`config.mk`:
```
export PLATFORM = sky130hd
export DESIGN_NAME = draw_snake_body
export DESIGN_NICKNAME = d
export VERILOG_FILES = /design/src/rtl/draw_snake_body.sv
export SDC_FILE = /design/constraint.sdc
export NUM_CORES = 1
export LEC_CHECK = 0
export CORE_MARGIN = 2
export CORE_UTILIZATION = 65
export DETAILED_ROUTE_END_ITERATION = 6
export GPL_TIMING_DRIVEN = 0
export PLACE_DENSITY = 0.86
export SLEW_MARGIN = 15
export SYNTH_ARGS = -nofsm -noshare
export SYNTH_HDL_FRONTEND = slang
export SYNTH_SLANG_ARGS = --single-unit
```
`constraint.sdc`:
```
create_clock -name clk -period 52.4 [get_ports clk]
set_clock_uncertainty 0.05 [all_clocks]
set_input_delay 10.48 -clock clk [delete_from_list [all_inputs] [get_ports clk]]
set_output_delay 10.48 -clock clk [all_outputs]
set_load 0.02 [all_outputs]
```
`src/rtl/draw_snake_body.sv`:
```
// draw_snake_body: snake head/tail renderer with internal body storage on a 2-stage VGA pixel pipeline
module draw_snake_body #(
  parameter int MAX_LEN = 16,
  parameter int X_W = 7,
  parameter int Y_W = 6,
  parameter int GRID = 10,
  parameter logic [11:0] HEAD_COLOUR = 12'h5c0,
  parameter logic [11:0] TAIL_COLOUR = 12'h5d1,
  parameter bit GRADIENT = 1,
  localparam int LW = $clog2(MAX_LEN + 1)
) (
  input  logic           clk,
  input  logic           reset_n,
  input  logic [10:0]    hcount_in,
  input  logic           hsync_in,
  input  logic           hblnk_in,
  input  logic [10:0]    vcount_in,
  input  logic           vsync_in,
  input  logic           vblnk_in,
  input  logic [11:0]    rgb_in,
  input  logic           move,
  input  logic           grow,
  input  logic           clear,
  input  logic [X_W-1:0] head_x,
  input  logic [Y_W-1:0] head_y,
  output logic [10:0]    hcount_out,
  output logic           hsync_out,
  output logic           hblnk_out,
  output logic [10:0]    vcount_out,
  output logic           vsync_out,
  output logic           vblnk_out,
  output logic [11:0]    rgb_out,
  output logic [LW-1:0]  length_out,
  output logic           self_hit
);
  localparam int SW = $clog2(GRID);
  localparam logic [SW-1:0] G_LAST = SW'(GRID - 1);
  logic [10:0] h_prev, v_prev;
  logic [SW-1:0] sub_x, sub_y, sub_x_n, sub_y_n;
  logic [X_W-1:0] cell_x, cell_x_n, hd_x, cx1;
  logic [Y_W-1:0] cell_y, cell_y_n, hd_y, cy1;
  logic [X_W-1:0] sx [MAX_LEN];
  logic [Y_W-1:0] sy [MAX_LEN];
  logic [LW-1:0] len, seg_idx;
  logic h_step, v_step, chk_q, seg_hit, body_hit, head_hit;
  logic [10:0] h1, v1;
  logic hs1, hb1, vs1, vb1;
  logic [11:0] rgb1, seg_col, rgb_n;
  // next cell values belong to the pixel on the inputs this cycle
  assign h_step = hcount_in != h_prev;
  assign v_step = vcount_in != v_prev;
  assign sub_x_n = hcount_in == '0 ? '0 : !h_step ? sub_x : sub_x == G_LAST ? '0 : sub_x + 1'b1;
  assign sub_y_n = vcount_in == '0 ? '0 : !v_step ? sub_y : sub_y == G_LAST ? '0 : sub_y + 1'b1;
  assign cell_x_n = hcount_in == '0 ? '0 : (h_step && sub_x == G_LAST && cell_x != '1) ? cell_x + 1'b1 : cell_x;
  assign cell_y_n = vcount_in == '0 ? '0 : (v_step && sub_y == G_LAST && cell_y != '1) ? cell_y + 1'b1 : cell_y;
  always_ff @(posedge clk) begin
    if (!reset_n) begin
      {h_prev, v_prev, sub_x, sub_y, cell_x, cell_y} <= '0;
      {h1, hs1, hb1, v1, vs1, vb1, rgb1, cx1, cy1} <= '0;
    end else begin
      {h_prev, v_prev, sub_x, sub_y, cell_x, cell_y} <= {hcount_in, vcount_in, sub_x_n, sub_y_n, cell_x_n, cell_y_n};
      {h1, hs1, hb1, v1, vs1, vb1, rgb1, cx1, cy1} <= {hcount_in, hsync_in, hblnk_in, vcount_in, vsync_in, vblnk_in, rgb_in, cell_x_n, cell_y_n};
    end
  end
  always_ff @(posedge clk) begin
    if (!reset_n) begin
      {hd_x, hd_y, len} <= '0;
      for (int i = 0; i < MAX_LEN; i++) begin
        sx[i] <= '0;
        sy[i] <= '0;
      end
    end else if (clear) begin
      {hd_x, hd_y, len} <= {head_x, head_y, {LW{1'b0}}};
    end else if (move) begin
      sx[0] <= hd_x;
      sy[0] <= hd_y;
      for (int i = 1; i < MAX_LEN; i++) begin
        sx[i] <= sx[i-1];
        sy[i] <= sy[i-1];
      end
      {hd_x, hd_y} <= {head_x, head_y};
      if (grow && len != LW'(MAX_LEN)) len <= len + 1'b1;
    end
  end
  // collision is evaluated one cycle after a move, against the shifted body
  always_ff @(posedge clk) begin
    if (!reset_n) {chk_q, self_hit} <= '0;
    else begin
      chk_q <= move && !clear;
      self_hit <= clear ? 1'b0 : self_hit | (chk_q & body_hit);
    end
  end
  // descending scan so the lowest matching index wins
  always_comb begin
    seg_hit = 1'b0;
    seg_idx = '0;
    body_hit = 1'b0;
    for (int i = MAX_LEN - 1; i >= 0; i--) begin
      if (LW'(i) < len && sx[i] == cx1 && sy[i] == cy1) begin
        seg_hit = 1'b1;
        seg_idx = LW'(i);
      end
      body_hit = body_hit | (LW'(i) < len && sx[i] == hd_x && sy[i] == hd_y);
    end
  end
  assign head_hit = cx1 == hd_x && cy1 == hd_y;
  assign seg_col = GRADIENT ? TAIL_COLOUR + 12'(seg_idx) : TAIL_COLOUR;
  assign rgb_n = (hb1 | vb1) ? rgb1 : head_hit ? HEAD_COLOUR : seg_hit ? seg_col : rgb1;
  always_ff @(posedge clk) begin
    if (!reset_n) {hcount_out, hsync_out, hblnk_out, vcount_out, vsync_out, vblnk_out, rgb_out} <= '0;
    else {hcount_out, hsync_out, hblnk_out, vcount_out, vsync_out, vblnk_out, rgb_out} <= {h1, hs1, hb1, v1, vs1, vb1, rgb_n};
  end
  assign length_out = len;
endmodule
```
Word-level counts from Yosys, hierarchy flattened --
Memories as Yosys holds them, arrays and structs flattened. Cells that the tools add are included.
Operators by class: add/sub/neg operators 6, magnitude comparators 16, equal/unequal tests 73, muxes and demuxes 78, bitwise logic cells 51, reduce and logical (&&, ||, !) cells 79
Operators with widths (number):
- 7-bit == test | 33
- 6-bit == test | 33
- 7-bit 2-to-1 mux | 18
- 6-bit 2-to-1 mux | 18
- 5-bit 2-to-1 mux | 15
- 1-bit logical AND | 71
- 1-bit OR | 49
- 4-bit by 5-bit < comparator with 1-bit output (first input constant) | 8
- 12-bit 2-to-1 mux | 3
- 11-bit zero test | 2
- 11-bit inequality test | 2
- 1-bit 2-to-1 mux | 21
- 3-bit by 5-bit < comparator with 1-bit output (first input constant) | 4
- 11-bit by 5-bit adder with 12-bit output (first input constant) | 1
- 4-bit 2-to-1 mux | 3
- 1-bit by 5-bit < comparator with 1-bit output (first input constant) | 2
- 2-bit by 5-bit < comparator with 1-bit output (first input constant) | 2
- 4-bit by 1-bit adder with 4-bit output (second input constant) | 2
- 4-bit == test (second input constant) | 2
- 7-bit by 1-bit adder with 7-bit output (second input constant) | 1
- 7-bit inequality test (second input constant) | 1
- 6-bit by 1-bit adder with 6-bit output (second input constant) | 1
- 6-bit inequality test (second input constant) | 1
- 2-bit OR reduction | 3
- 7 further kinds | 7
Storage, ports and cells: register bits after elaboration 117, RAM bits 208, bits of input ports 56, output and inout bits 44, word-level logic and storage cells 328, memories kept 2
Memory list:
- sx | words 16, bits a word 7, read ports 16, clocked after Yosys merged registers in 0, write ports 16, line 42 | logic [X_W-1:0] sx [MAX_LEN];
- sy | words 16, bits a word 6, read ports 16, clocked after Yosys merged registers in 0, write ports 16, line 43 | logic [Y_W-1:0] sy [MAX_LEN];

Longest topological paths before layout --
An unclocked memory read counts as a cell.
word-level depth 24, mapped depth 16

Worst setup path before layout --
Ideal clock, no wire load.
kind input-to-reg, from input move, to memory sx[0][0] (enable), library setup time 1.064 ns, data arrival time 25.002 ns, required time 51.286 ns, slack 26.284 ns, cell stages on the path 2, cells stage by stage inv_1 o21ai_0
RTL lines:
- start: declaration | line 21 | input logic move,
- end: declaration | line 42

==> impl_metrics.json <==
{
  "status": "complete, no violations",
  "synth_fp_nets": 1693,
  "synthDistinctLibCells": 72,
  "cts.path.max_buffers": 3,
  "hold_path_depth": 2,
  "vias_per_cell": 6.491,
  "synth.most_common_cell": "xor2_1",
  "die_h_microns": 169.9,
  "nFillCells": 1754,
  "period_share": 0.2490,
  "drc": 0,
  "final_core_util": 0.7673,
  "hp-class": "flip-flop to flip-flop",
  "peakVddDrop_uv": 34.42,
  "setup_viol": 0,
  "period_needed_ns": 13.05,
  "dieArea_sq_um": 28880,
  "slew_violations": 0,
  "cts.sinks": 325,
  "worst-r2r-setup-slack_ns": 48.38,
  "avgSynthCellArea_sq_um": 10.97,
  "dp_hpwl_microns": 39960,
  "seq_area_sq_um": 8588,
  "cts_buffers": 35,
  "wl_per_cell_microns": 27.29,
  "synth-seq-cells": 325,
  "clkTransAtPathRegs_ns": 0.06,
  "slew_headroom": 0.1003,
  "holdCritStartpoint": "rgb1[10]",
  "synthFlopType": "edfxtp_1",
  "worstSetupStartpointType": "primary input",
  "antenna_left": 0,
  "die_w_microns": 169.9,
  "clk_latency_ns": 0.53,
  "ios": 100,
  "max_slew.worst_pin.slew_ns": 1.350,
  "grt_overflow": 0,
  "yosysTopAreaCellShare": 0.3490,
  "powerDensity_nw_per_um2": 30.74,
  "initialDrtViolationCount": 2104,
  "fin_setup_tns_ns": 0,
  "grt_start_max_net_pins": 28,
  "cts_setup_buffers": 0,
  "cts_tree": "built",
  "place_inst": 2082,
  "path_class": "primary input to flip-flop",
  "min_to": "rgb_out[10]",
  "synthArstFlopShare": 0,
  "htreeDepth": 2,
  "grtUsageTotal": 0.4046,
  "required_ns": 52.63,
  "grt_pass1_wl_microns": 84840,
  "drive_above_1_share": 0.07987,
  "rows": 60,
  "port_buffers": 99,
  "totalWireLength_microns": 58510,
  "finalHoldViolations": 0,
  "ys_warn_count": 0,
  "first_pass_iters": 5,
  "cp.arrival_ns": 13.28,
  "cts_hold_buf": 0,
  "rsz0062_at_grt": "no",
  "timing.final.ws_setup_ns": 39.35,
  "postLayoutCellArea_sq_um": 20740,
  "max-cap-violations": 0,
  "ys_top_cells_by_area": "edfxtp_1, xor2_1, dfxtp_1",
  "dpl-instance-area_sq_um": 19560,
  "r2r-start": "cy1[3]",
  "fmax_ghz": 0.07664,
  "synthTopCellsByCount": "xor2_1, and2_1, edfxtp_1",
  "synth_edf_count": 208,
  "antenna_found_initial": 0,
  "fin_nets": 1839,
  "end_kind": "flip-flop",
  "timing.rr.end": "rgb_out[4]",
  "cts_root_buf": "clkbuf_16",
  "coreArea_sq_um": 27030,
  "start_util": 0.6622,
  "p_leak_nw": 8.315,
  "post_cts_resize_count": 0,
  "reg2reg_depth": 16,
  "place_ws_ns": 38.95,
  "multi_input_area_sq_um": 8676,
  "n_antenna_cell": 0,
  "yosysSeqAreaShare": 0.4799,
  "vias": 13916,
  "postSynthCellCount": 1632,
  "cp_max_fo": 27,
  "mappedNetlistArea_sq_um": 17900,
  "layoutNonFillerInstCount": 2144,
  "grt_pass1_vias": 13642,
  "globalplace.congestion": 0.9612,
  "area_growth_pct": 15.87,
  "yosysTopAreaCell": "edfxtp_1"
}
==> kinds of logic (layout without fill, tap and decap cells) <==
| logic type | after synthesis | count (layout) | share of synthesized area |
|---|---|---|---|
| mux | 3 | 3 | 0.001678 |
| fa+ha+maj | 5 | 5 | 0.003496 |
| buf+inv | 108 | 279 | 0.03636 |
| xor+xnor | 469 | 469 | 0.2320 |
| compound gates | 90 | 90 | 0.03706 |
| simple gates | 632 | 632 | 0.2095 |
| flops | 325 | 325 | 0.4799 |
==> state kept, by name, summed over array words and instances, names as in the netlist, 11 cells and up <==
name / cells
sy: 96
v1: 11
rgb1: 12
rgb_out: 12
h1: 11
hcount_out: 11
vcount_out: 11
sx: 112
==> cell usage in the layout, fill, tap and decap left out, drive strengths merged, types with 7 or more instances in the layout <==
cell,Yosys,final
nand3,22,22
xor2,280,280
dfxtp,117,117
buf,59,68
inv,12,13
nand4,71,71
and3,7,7
a21boi,19,19
o21ai,16,16
clkbuf,37,90
and2,277,277
or3,7,7
nor2b,8,8
nor2,45,45
xnor2,189,189
nand2,55,55
clkdlybuf4s50,0,99
nor4,75,75
nor3,26,26
edfxtp,208,208
a21oi,15,15
==> how the worst max path moves through the flow <==
stage / startpoint / to / cells after the start
6_report: reset_n / sy[0][8] / 8
5_1_grt: reset_n / sy[0][8] / 8
4_1_cts: reset_n / sx[0][8] / 8
3_5_place_dp: reset_n / sx[0][11] / 8
3_3_place_gp: move / sx[1][0] / 3
2_1_floorplan: move / sx[0][0] / 2
==> per-layer routing <==
metal | up-vias | wire (microns) | GRT usage
met5 | - | 0 | 0
met4 | 0 | 3450 | 0.2137
met3 | 240 | 7636 | 0.1116
met2 | 1027 | 25370 | 0.6082
met1 | 6728 | 22050 | 0.5364
li1 | 5921 | - | -
==> critical path, stage by stage <==
cell,delay (ns)
clkdlybuf4s50_1,0.48
clkbuf_1,0.40
clkbuf_1,0.57
clkbuf_1,0.43
o21ai_4,0.29
buf_16,0.24
buf_16,0.17
buf_12,0.18
==> metrics by stage <==
stage          hold slack (ns)  total power [mW]
2_1_floorplan           0.3596            0.3571
3_3_place_gp            0.3632            0.3855
3_5_place_dp            0.3712            0.3824
4_1_cts                 0.3794            0.6328
5_1_grt                 0.4014            0.6504
6_report                0.3771            0.6375
==> where the power goes <==
part / internal, mW / switching [mW]
Clock: 0.152 / 0.105
Combinational: 0.0330 / 0.0423
Sequential: 0.289 / 0.0167
==> cell type report <==
class / count / area share
Multi-Input combinational cell: 1199 / 0.4184
Buffer: 96 / 0.02926
Timing Repair Buffer: 109 / 0.05853
Tap cell: 341 / 0.02058
Sequential cell: 325 / 0.4142
Inverter: 12 / 0.002172
Clock buffer: 52 / 0.04972
Clock inverter: 10 / 0.007180
No activity file was read; power rests on OpenSTA's default activity.
